**src/rtl/pool_wb_pkg.sv**
```systemverilog
// Shared types for the pooled-result write-back arbiter: FSM states, FIFO entry layout
// and the helper that packs one pool lane into a FIFO entry.
package pool_wb_pkg;

  localparam int unsigned PW_DATA_W  = 8;
  localparam int unsigned PW_PADDR_W = 8;

  typedef enum logic [1:0] {
    S_IDLE,
    S_RUN,
    S_DRAIN,
    S_DONE
  } state_t;

  typedef struct packed {
    logic                  last;
    logic [PW_PADDR_W-1:0] addr;
    logic [PW_DATA_W-1:0]  data;
  } entry_t;

  function automatic entry_t mk_entry(
    input logic                  last,
    input logic [PW_PADDR_W-1:0] addr,
    input logic [PW_DATA_W-1:0]  data
  );
    entry_t e;
    e.last = last;
    e.addr = addr;
    e.data = data;
    return e;
  endfunction

endpackage

```
**src/rtl/pool_wb_fifo.sv**
```systemverilog
// Synchronous per-pool FIFO of entry_t; push is ignored when full, pop when empty.
// Storage has no reset: clearing the pointers and count discards the contents.
module pool_wb_fifo
  import pool_wb_pkg::*;
#(
  parameter int unsigned FIFO_DEPTH = 4,
  parameter int unsigned CNT_W      = $clog2(FIFO_DEPTH) + 1
) (
  input  logic             clk,
  input  logic             rst,
  input  logic             i_push,
  input  entry_t           i_din,
  input  logic             i_pop,
  output entry_t           o_dout,
  output logic             o_full,
  output logic             o_empty,
  output logic [CNT_W-1:0] o_count
);

  localparam int unsigned PTR_W = (FIFO_DEPTH > 1) ? $clog2(FIFO_DEPTH) : 1;

  entry_t           r_mem [FIFO_DEPTH];
  logic [PTR_W-1:0] r_wr_ptr;
  logic [PTR_W-1:0] r_rd_ptr;
  logic [CNT_W-1:0] r_count;
  logic             w_do_push;
  logic             w_do_pop;

  assign o_full    = (r_count == CNT_W'(FIFO_DEPTH));
  assign o_empty   = (r_count == '0);
  assign o_count   = r_count;
  assign o_dout    = r_mem[r_rd_ptr];
  assign w_do_push = i_push & ~o_full;
  assign w_do_pop  = i_pop & ~o_empty;

  always_ff @(posedge clk) begin
    if (w_do_push) begin
      r_mem[r_wr_ptr] <= i_din;
    end
  end

  always_ff @(posedge clk) begin
    if (rst) begin
      r_wr_ptr <= '0;
      r_rd_ptr <= '0;
      r_count  <= '0;
    end else begin
      if (w_do_push) begin
        r_wr_ptr <= r_wr_ptr + PTR_W'(1);
      end
      if (w_do_pop) begin
        r_rd_ptr <= r_rd_ptr + PTR_W'(1);
      end
      case ({w_do_push, w_do_pop})
        2'b10:   r_count <= r_count + CNT_W'(1);
        2'b01:   r_count <= r_count - CNT_W'(1);
        default: r_count <= r_count;
      endcase
    end
  end

endmodule

```
**src/rtl/pool_wb_arbiter.sv**
```systemverilog
// Funnels POOL_NUM pooled-result streams through per-pool FIFOs and a round-robin arbiter
// into one BRAM write port; tracks per-channel last flags and pulses done_o at layer end.
module pool_wb_arbiter
  import pool_wb_pkg::*;
#(
  parameter int unsigned POOL_NUM   = 6,
  parameter int unsigned DATA_WIDTH = PW_DATA_W,
  parameter int unsigned PADDR_W    = PW_PADDR_W,
  parameter int unsigned ADDR_W     = 17,
  parameter int unsigned CH_SHIFT   = 8,
  parameter int unsigned FIFO_DEPTH = 4
) (
  input  logic                           clk,
  input  logic                           rst,
  input  logic                           start_i,
  input  logic [POOL_NUM-1:0]            ch_en_i,
  input  logic [ADDR_W-1:0]              out_base_i,
  input  logic [POOL_NUM-1:0]            pool_valid_i,
  input  logic [POOL_NUM-1:0]            pool_last_i,
  input  logic [POOL_NUM*DATA_WIDTH-1:0] pool_data_i,
  input  logic [POOL_NUM*PADDR_W-1:0]    pool_addr_i,
  output logic [POOL_NUM-1:0]            pool_ready_o,
  output logic                           wea_o,
  output logic [ADDR_W-1:0]              addra_o,
  output logic [DATA_WIDTH-1:0]          dia_o,
  output logic                           busy_o,
  output logic                           done_o,
  output logic [POOL_NUM-1:0]            overflow_o,
  output logic [15:0]                    wr_count_o
);

  localparam int unsigned IDX_W = (POOL_NUM > 1) ? $clog2(POOL_NUM) : 1;
  localparam int unsigned CNT_W = $clog2(FIFO_DEPTH) + 1;

  state_t                r_state;
  logic [POOL_NUM-1:0]   r_ch_en;
  logic [POOL_NUM-1:0]   r_last_seen;
  logic [ADDR_W-1:0]     r_base;
  logic [IDX_W-1:0]      r_rr;
  logic                  r_wea;
  logic [ADDR_W-1:0]     r_addra;
  logic [DATA_WIDTH-1:0] r_dia;
  logic                  r_busy;
  logic                  r_done;
  logic [POOL_NUM-1:0]   r_ovf;
  logic [15:0]           r_wr_count;

  logic                  w_accept;
  logic [POOL_NUM-1:0]   w_push;
  logic [POOL_NUM-1:0]   w_pop;
  logic [POOL_NUM-1:0]   w_full;
  logic [POOL_NUM-1:0]   w_empty;
  logic [POOL_NUM-1:0]   w_ovf;
  logic [CNT_W-1:0]      w_count [POOL_NUM];
  entry_t                w_din   [POOL_NUM];
  entry_t                w_dout  [POOL_NUM];
  logic                  w_gnt_vld;
  logic [IDX_W-1:0]      w_gnt_idx;
  logic [IDX_W-1:0]      w_scan;
  entry_t                w_gnt_entry;
  logic                  w_all_last;

  assign w_accept = (r_state != S_IDLE);

  for (genvar k = 0; k < POOL_NUM; k++) begin : g_pool
    assign w_din[k] = mk_entry(pool_last_i[k],
                               pool_addr_i[k*PADDR_W +: PADDR_W],
                               pool_data_i[k*DATA_WIDTH +: DATA_WIDTH]);
    // A full FIFO rejects the push even if it is being popped this same cycle.
    assign w_push[k]       = pool_valid_i[k] & r_ch_en[k] & w_accept & ~w_full[k];
    assign w_ovf[k]        = pool_valid_i[k] & r_ch_en[k] & w_accept & w_full[k];
    assign w_pop[k]        = w_gnt_vld & (w_gnt_idx == IDX_W'(k));
    assign pool_ready_o[k] = (w_count[k] != CNT_W'(FIFO_DEPTH));

    pool_wb_fifo #(
      .FIFO_DEPTH (FIFO_DEPTH)
    ) u_fifo (
      .clk     (clk),
      .rst     (rst),
      .i_push  (w_push[k]),
      .i_din   (w_din[k]),
      .i_pop   (w_pop[k]),
      .o_dout  (w_dout[k]),
      .o_full  (w_full[k]),
      .o_empty (w_empty[k]),
      .o_count (w_count[k])
    );
  end

  // Scan starts one past the last grant so every requester gets a turn.
  always_comb begin
    w_gnt_vld = 1'b0;
    w_gnt_idx = r_rr;
    w_scan    = '0;
    for (int unsigned i = 1; i <= POOL_NUM; i++) begin
      w_scan = IDX_W'((32'(r_rr) + i) % POOL_NUM);
      if (!w_gnt_vld && !w_empty[w_scan]) begin
        w_gnt_vld = 1'b1;
        w_gnt_idx = w_scan;
      end
    end
  end

  assign w_gnt_entry = w_dout[w_gnt_idx];
  assign w_all_last  = &(r_last_seen | ~r_ch_en);

  always_ff @(posedge clk) begin
    if (rst) begin
      r_state     <= S_IDLE;
      r_ch_en     <= '0;
      r_last_seen <= '0;
      r_base      <= '0;
      r_rr        <= '0;
      r_wea       <= 1'b0;
      r_addra     <= '0;
      r_dia       <= '0;
      r_busy      <= 1'b0;
      r_done      <= 1'b0;
      r_ovf       <= '0;
      r_wr_count  <= '0;
    end else begin
      r_wea  <= w_gnt_vld;
      r_done <= 1'b0;
      r_ovf  <= r_ovf | w_ovf;
      if (w_gnt_vld) begin
        r_addra <= r_base + (ADDR_W'(w_gnt_idx) << CH_SHIFT) + ADDR_W'(w_gnt_entry.addr);
        r_dia   <= w_gnt_entry.data;
        r_rr    <= w_gnt_idx;
        if (w_gnt_entry.last) begin
          r_last_seen[w_gnt_idx] <= 1'b1;
        end
        if (r_wr_count != '1) begin
          r_wr_count <= r_wr_count + 16'd1;
        end
      end

      case (r_state)
        S_IDLE: begin
          if (start_i) begin
            r_state     <= S_RUN;
            r_busy      <= 1'b1;
            r_ch_en     <= ch_en_i;
            r_base      <= out_base_i;
            r_last_seen <= '0;
            r_ovf       <= '0;
            r_wr_count  <= '0;
          end
        end
        S_RUN: begin
          if (w_all_last) begin
            r_state <= S_DRAIN;
          end
        end
        S_DRAIN: begin
          if ((&w_empty) && !r_wea) begin
            r_state <= S_DONE;
            r_busy  <= 1'b0;
            r_done  <= 1'b1;
          end
        end
        default: begin
          r_state <= S_IDLE;
        end
      endcase
    end
  end

  assign wea_o      = r_wea;
  assign addra_o    = r_addra;
  assign dia_o      = r_dia;
  assign busy_o     = r_busy;
  assign done_o     = r_done;
  assign overflow_o = r_ovf;
  assign wr_count_o = r_wr_count;

endmodule

```
**config.mk**
```make
export PLATFORM = sky130hd
export DESIGN_NAME = pool_wb_arbiter
export DESIGN_NICKNAME = d
export VERILOG_FILES = /design/src/rtl/pool_wb_pkg.sv /design/src/rtl/pool_wb_fifo.sv /design/src/rtl/pool_wb_arbiter.sv
export SDC_FILE = /design/constraint.sdc
export NUM_CORES = 1
export LEC_CHECK = 0
export ABC_AREA = 1
export BUFFER_PORTS_ARGS = -buffer_cell sky130_fd_sc_hd__buf_2
export CAP_MARGIN = 0
export CORE_ASPECT_RATIO = 0.5
export CORE_MARGIN = 2
export CORE_UTILIZATION = 40
export DETAILED_ROUTE_END_ITERATION = 12
export GPL_TIMING_DRIVEN = 0
export HOLD_SLACK_MARGIN = 0.15
export PLACE_DENSITY_LB_ADDON = 0.3
export SLEW_MARGIN = 10
export SYNTH_ARGS = -nofsm -noshare
export SYNTH_HDL_FRONTEND = slang
export SYNTH_HIERARCHICAL = 1
export SYNTH_SLANG_ARGS = --single-unit
```
**constraint.sdc**
```tcl
create_clock -name clk -period 10.95 [get_ports clk]
set_input_delay 2.19 -clock clk [delete_from_list [all_inputs] [get_ports clk]]
set_output_delay 2.19 -clock clk [all_outputs]
set_load 0.01 [all_outputs]
```
==> impl_metrics.ini <==
[synth]
syn_avg_cell_area_um2 = 10.4
ys_seq_area_frac = 0.616
synth_cell_types = 49
synthesis.nets = 2543
synth_area_um2 = 24400
synth-warning-count = 6
async_flop_share = 0
yosysTopAreaCell = edfxtp_1
synthFlopType = edfxtp_1
synthTopCellsByArea = edfxtp_1 50%, dfxtp_1 11%, nor2_1 5.8%
synth-edff-count = 408
ys_ff_latch = 546
syn_inst = 2347
yosys.area.top_type_share = 0.502

[floorplanning]
rows = 63
core_area_um2 = 59700
dieArea_um2 = 63100
fp.dieH_um = 179
chipWidth_um = 353
start_util = 0.408
io_pins = 190

[layout]
num-fill-cells = 5524
finish.net_count = 2808
final_cell_mix = 408 x edfxtp_1, 356 x nand2_1, 353 x nor2_1
final_common_cell = edfxtp_1
area_growth_pct = 16.3
drive_above_1_share = 0.194

[placement]
portBuffers = 189
place_hpwl_um = 47400
gp_congestion = 0.890

[setup_path]
path_delay_family = simple AND/OR/NAND/NOR gates
crit_buf_inv = 9
reg2reg_slack_ns = 3.98
cp_max_fo = 10
critical_path_depth = 40
crit_slowest_cell = dfxtp_1
required_ns = 11.40
path_class = flop to flop
r2r_cells = 40
cp_data_arrival_time_ns = 7.42
start_kind = flop
cp-end-kind = flop
timing.critical_path.slowest_cell_delay_ns = 0.54
cp_common_cell = nand2_1

[sta]
period_minus_slack_ns = 6.97
skew_ns = 0.0390
report.final.slew_viol_count = 0
worst_pin_slew_ns = 0.826
fin_crit_sh = 0.636
fmax_ghz = 0.144
setup_tns_ns = 0
hold_viol = 0
finalSetupViolCount = 0
grt_setup_unrepaired = false
slew_headroom = 0.445

[run]
maxCapViolations = 0

[global_routing]
grt_max_degree = 26
grt_pass1_vias = 17100
overflow = 0
antenna_found_initial = 8
grt_pass1_wl_um = 98000
track_usage = 0.202

[clock_tree]
cts_tree = done
clockBufferDepth = 3
cts_max_level = 2
hold_buffers = 0
cts.sinks = 546
ctsResizeCount = 0
post_cts_buffers = 0
path_clk_slew_ns = 0.06
cts-root-buf = clkbuf_16
numCtsBuffers = 50
clock_latency_ns = 0.62

[routing]
finalWirelength_um = 64600
num_vias = 17800
drtAntennaViolNets = 0
vias_per_cell = 5.13
routedWlPerCell_um = 18.6
firstDrtPassIters = 6
drcViolationCount = 0
drt_iter0_markers = 1513

[worst_hold_path]
hp-class = flop to flop
whs_path_depth = 2

[outcome]
outcome = completed
-- worst reg2reg max path: cells and delay by family (launching register included) --
kind	cells	cell delay, ns
AOI/OAI and AO/OA	10	1.89
adders and majority gates	4	1.15
buffers and inverters	9	1.04
DFF	1	0.54
and+or+nand+nor	17	2.20
-- area by class of cell --
class                      instances  area (µm²)  area share
antenna                            2        5.00    0.000176
buffer                            83         702      0.0247
clock buffer                      69        1370      0.0484
clock inverter                    22         224     0.00789
inverter                         232         906      0.0319
multi-input combinational       1486        7820       0.276
sequential                       546       15000       0.529
tap                              812        1020      0.0358
timing repair buffer             213        1310      0.0461
-- worst paths after layout --
| check | startpoint | end |
|---|---|---|
| min | overflow_o[2] | overflow_o[2] |
| min reg2reg | overflow_o[2] | overflow_o[2] |
| max reg2reg | r_rr[2] | addra_o[16] |
| max | r_rr[2] | addra_o[16] |
-- cell families after synthesis --
kind of cell,synth area share
simple gates,0.159
flops,0.616
compound gates,0.118
xor+xnor,0.00682
fa+ha+maj,0.0340
buf+inv,0.0659
-- metrics by stage --
step | utilization | setup WS [ns] | hold WS [ns] | cells | instance area, µm²
3_5_place_dp | 0.448 | 4.19 | 0.438 | 3372 | 26800
4_1_cts | 0.475 | 4.18 | 0.451 | 3463 | 28400
5_1_grt | 0.475 | 3.26 | 0.468 | 3465 | 28400
2_1_floorplan | - | 5.66 | 0.430 | 2347 | 24400
3_3_place_gp | 0.441 | 4.29 | 0.435 | 3348 | 26300
6_report | 0.475 | 3.98 | 0.450 | 3465 | 28400
-- routing by layer --
metal | vias to the layer above | global-route usage | part of all wire
met4 | 6 | 0.0424 | 0.018
met3 | 92 | 0.0421 | 0.063
met5 | - | 0 | 0.00053
met2 | 527 | 0.344 | 0.48
li1 | 8597 | - | -
met1 | 8568 | 0.267 | 0.44
-- cells in the mapped netlist (all sizes together), types with 4 or more instances --
| master | n |
|---|---|
| nor3 | 16 |
| xor2 | 17 |
| nand3 | 81 |
| edfxtp | 408 |
| nor2 | 386 |
| fa | 7 |
| a21oi | 85 |
| o21ai | 286 |
| or2 | 4 |
| clkbuf | 12 |
| dfxtp | 138 |
| ha | 55 |
| inv | 230 |
| nand2 | 388 |
| nand4 | 32 |
| buf | 71 |
| a31oi | 4 |
| o22ai | 104 |
-- state kept, by name, summed over array words and instances (netlist names), 8 cells and up, named ones only --
register                cells
addra_o                    17
dia_o                       8
g_pool.u_fifo/o_count      18
g_pool.u_fifo/r_mem       408
g_pool.u_fifo/r_rd_ptr     12
g_pool.u_fifo/r_wr_ptr     12
r_base                     17
wr_count_o                 16
Power is not shown: default switching activity piles up to over one toggle a cycle in this logic, so the estimate is an artifact.
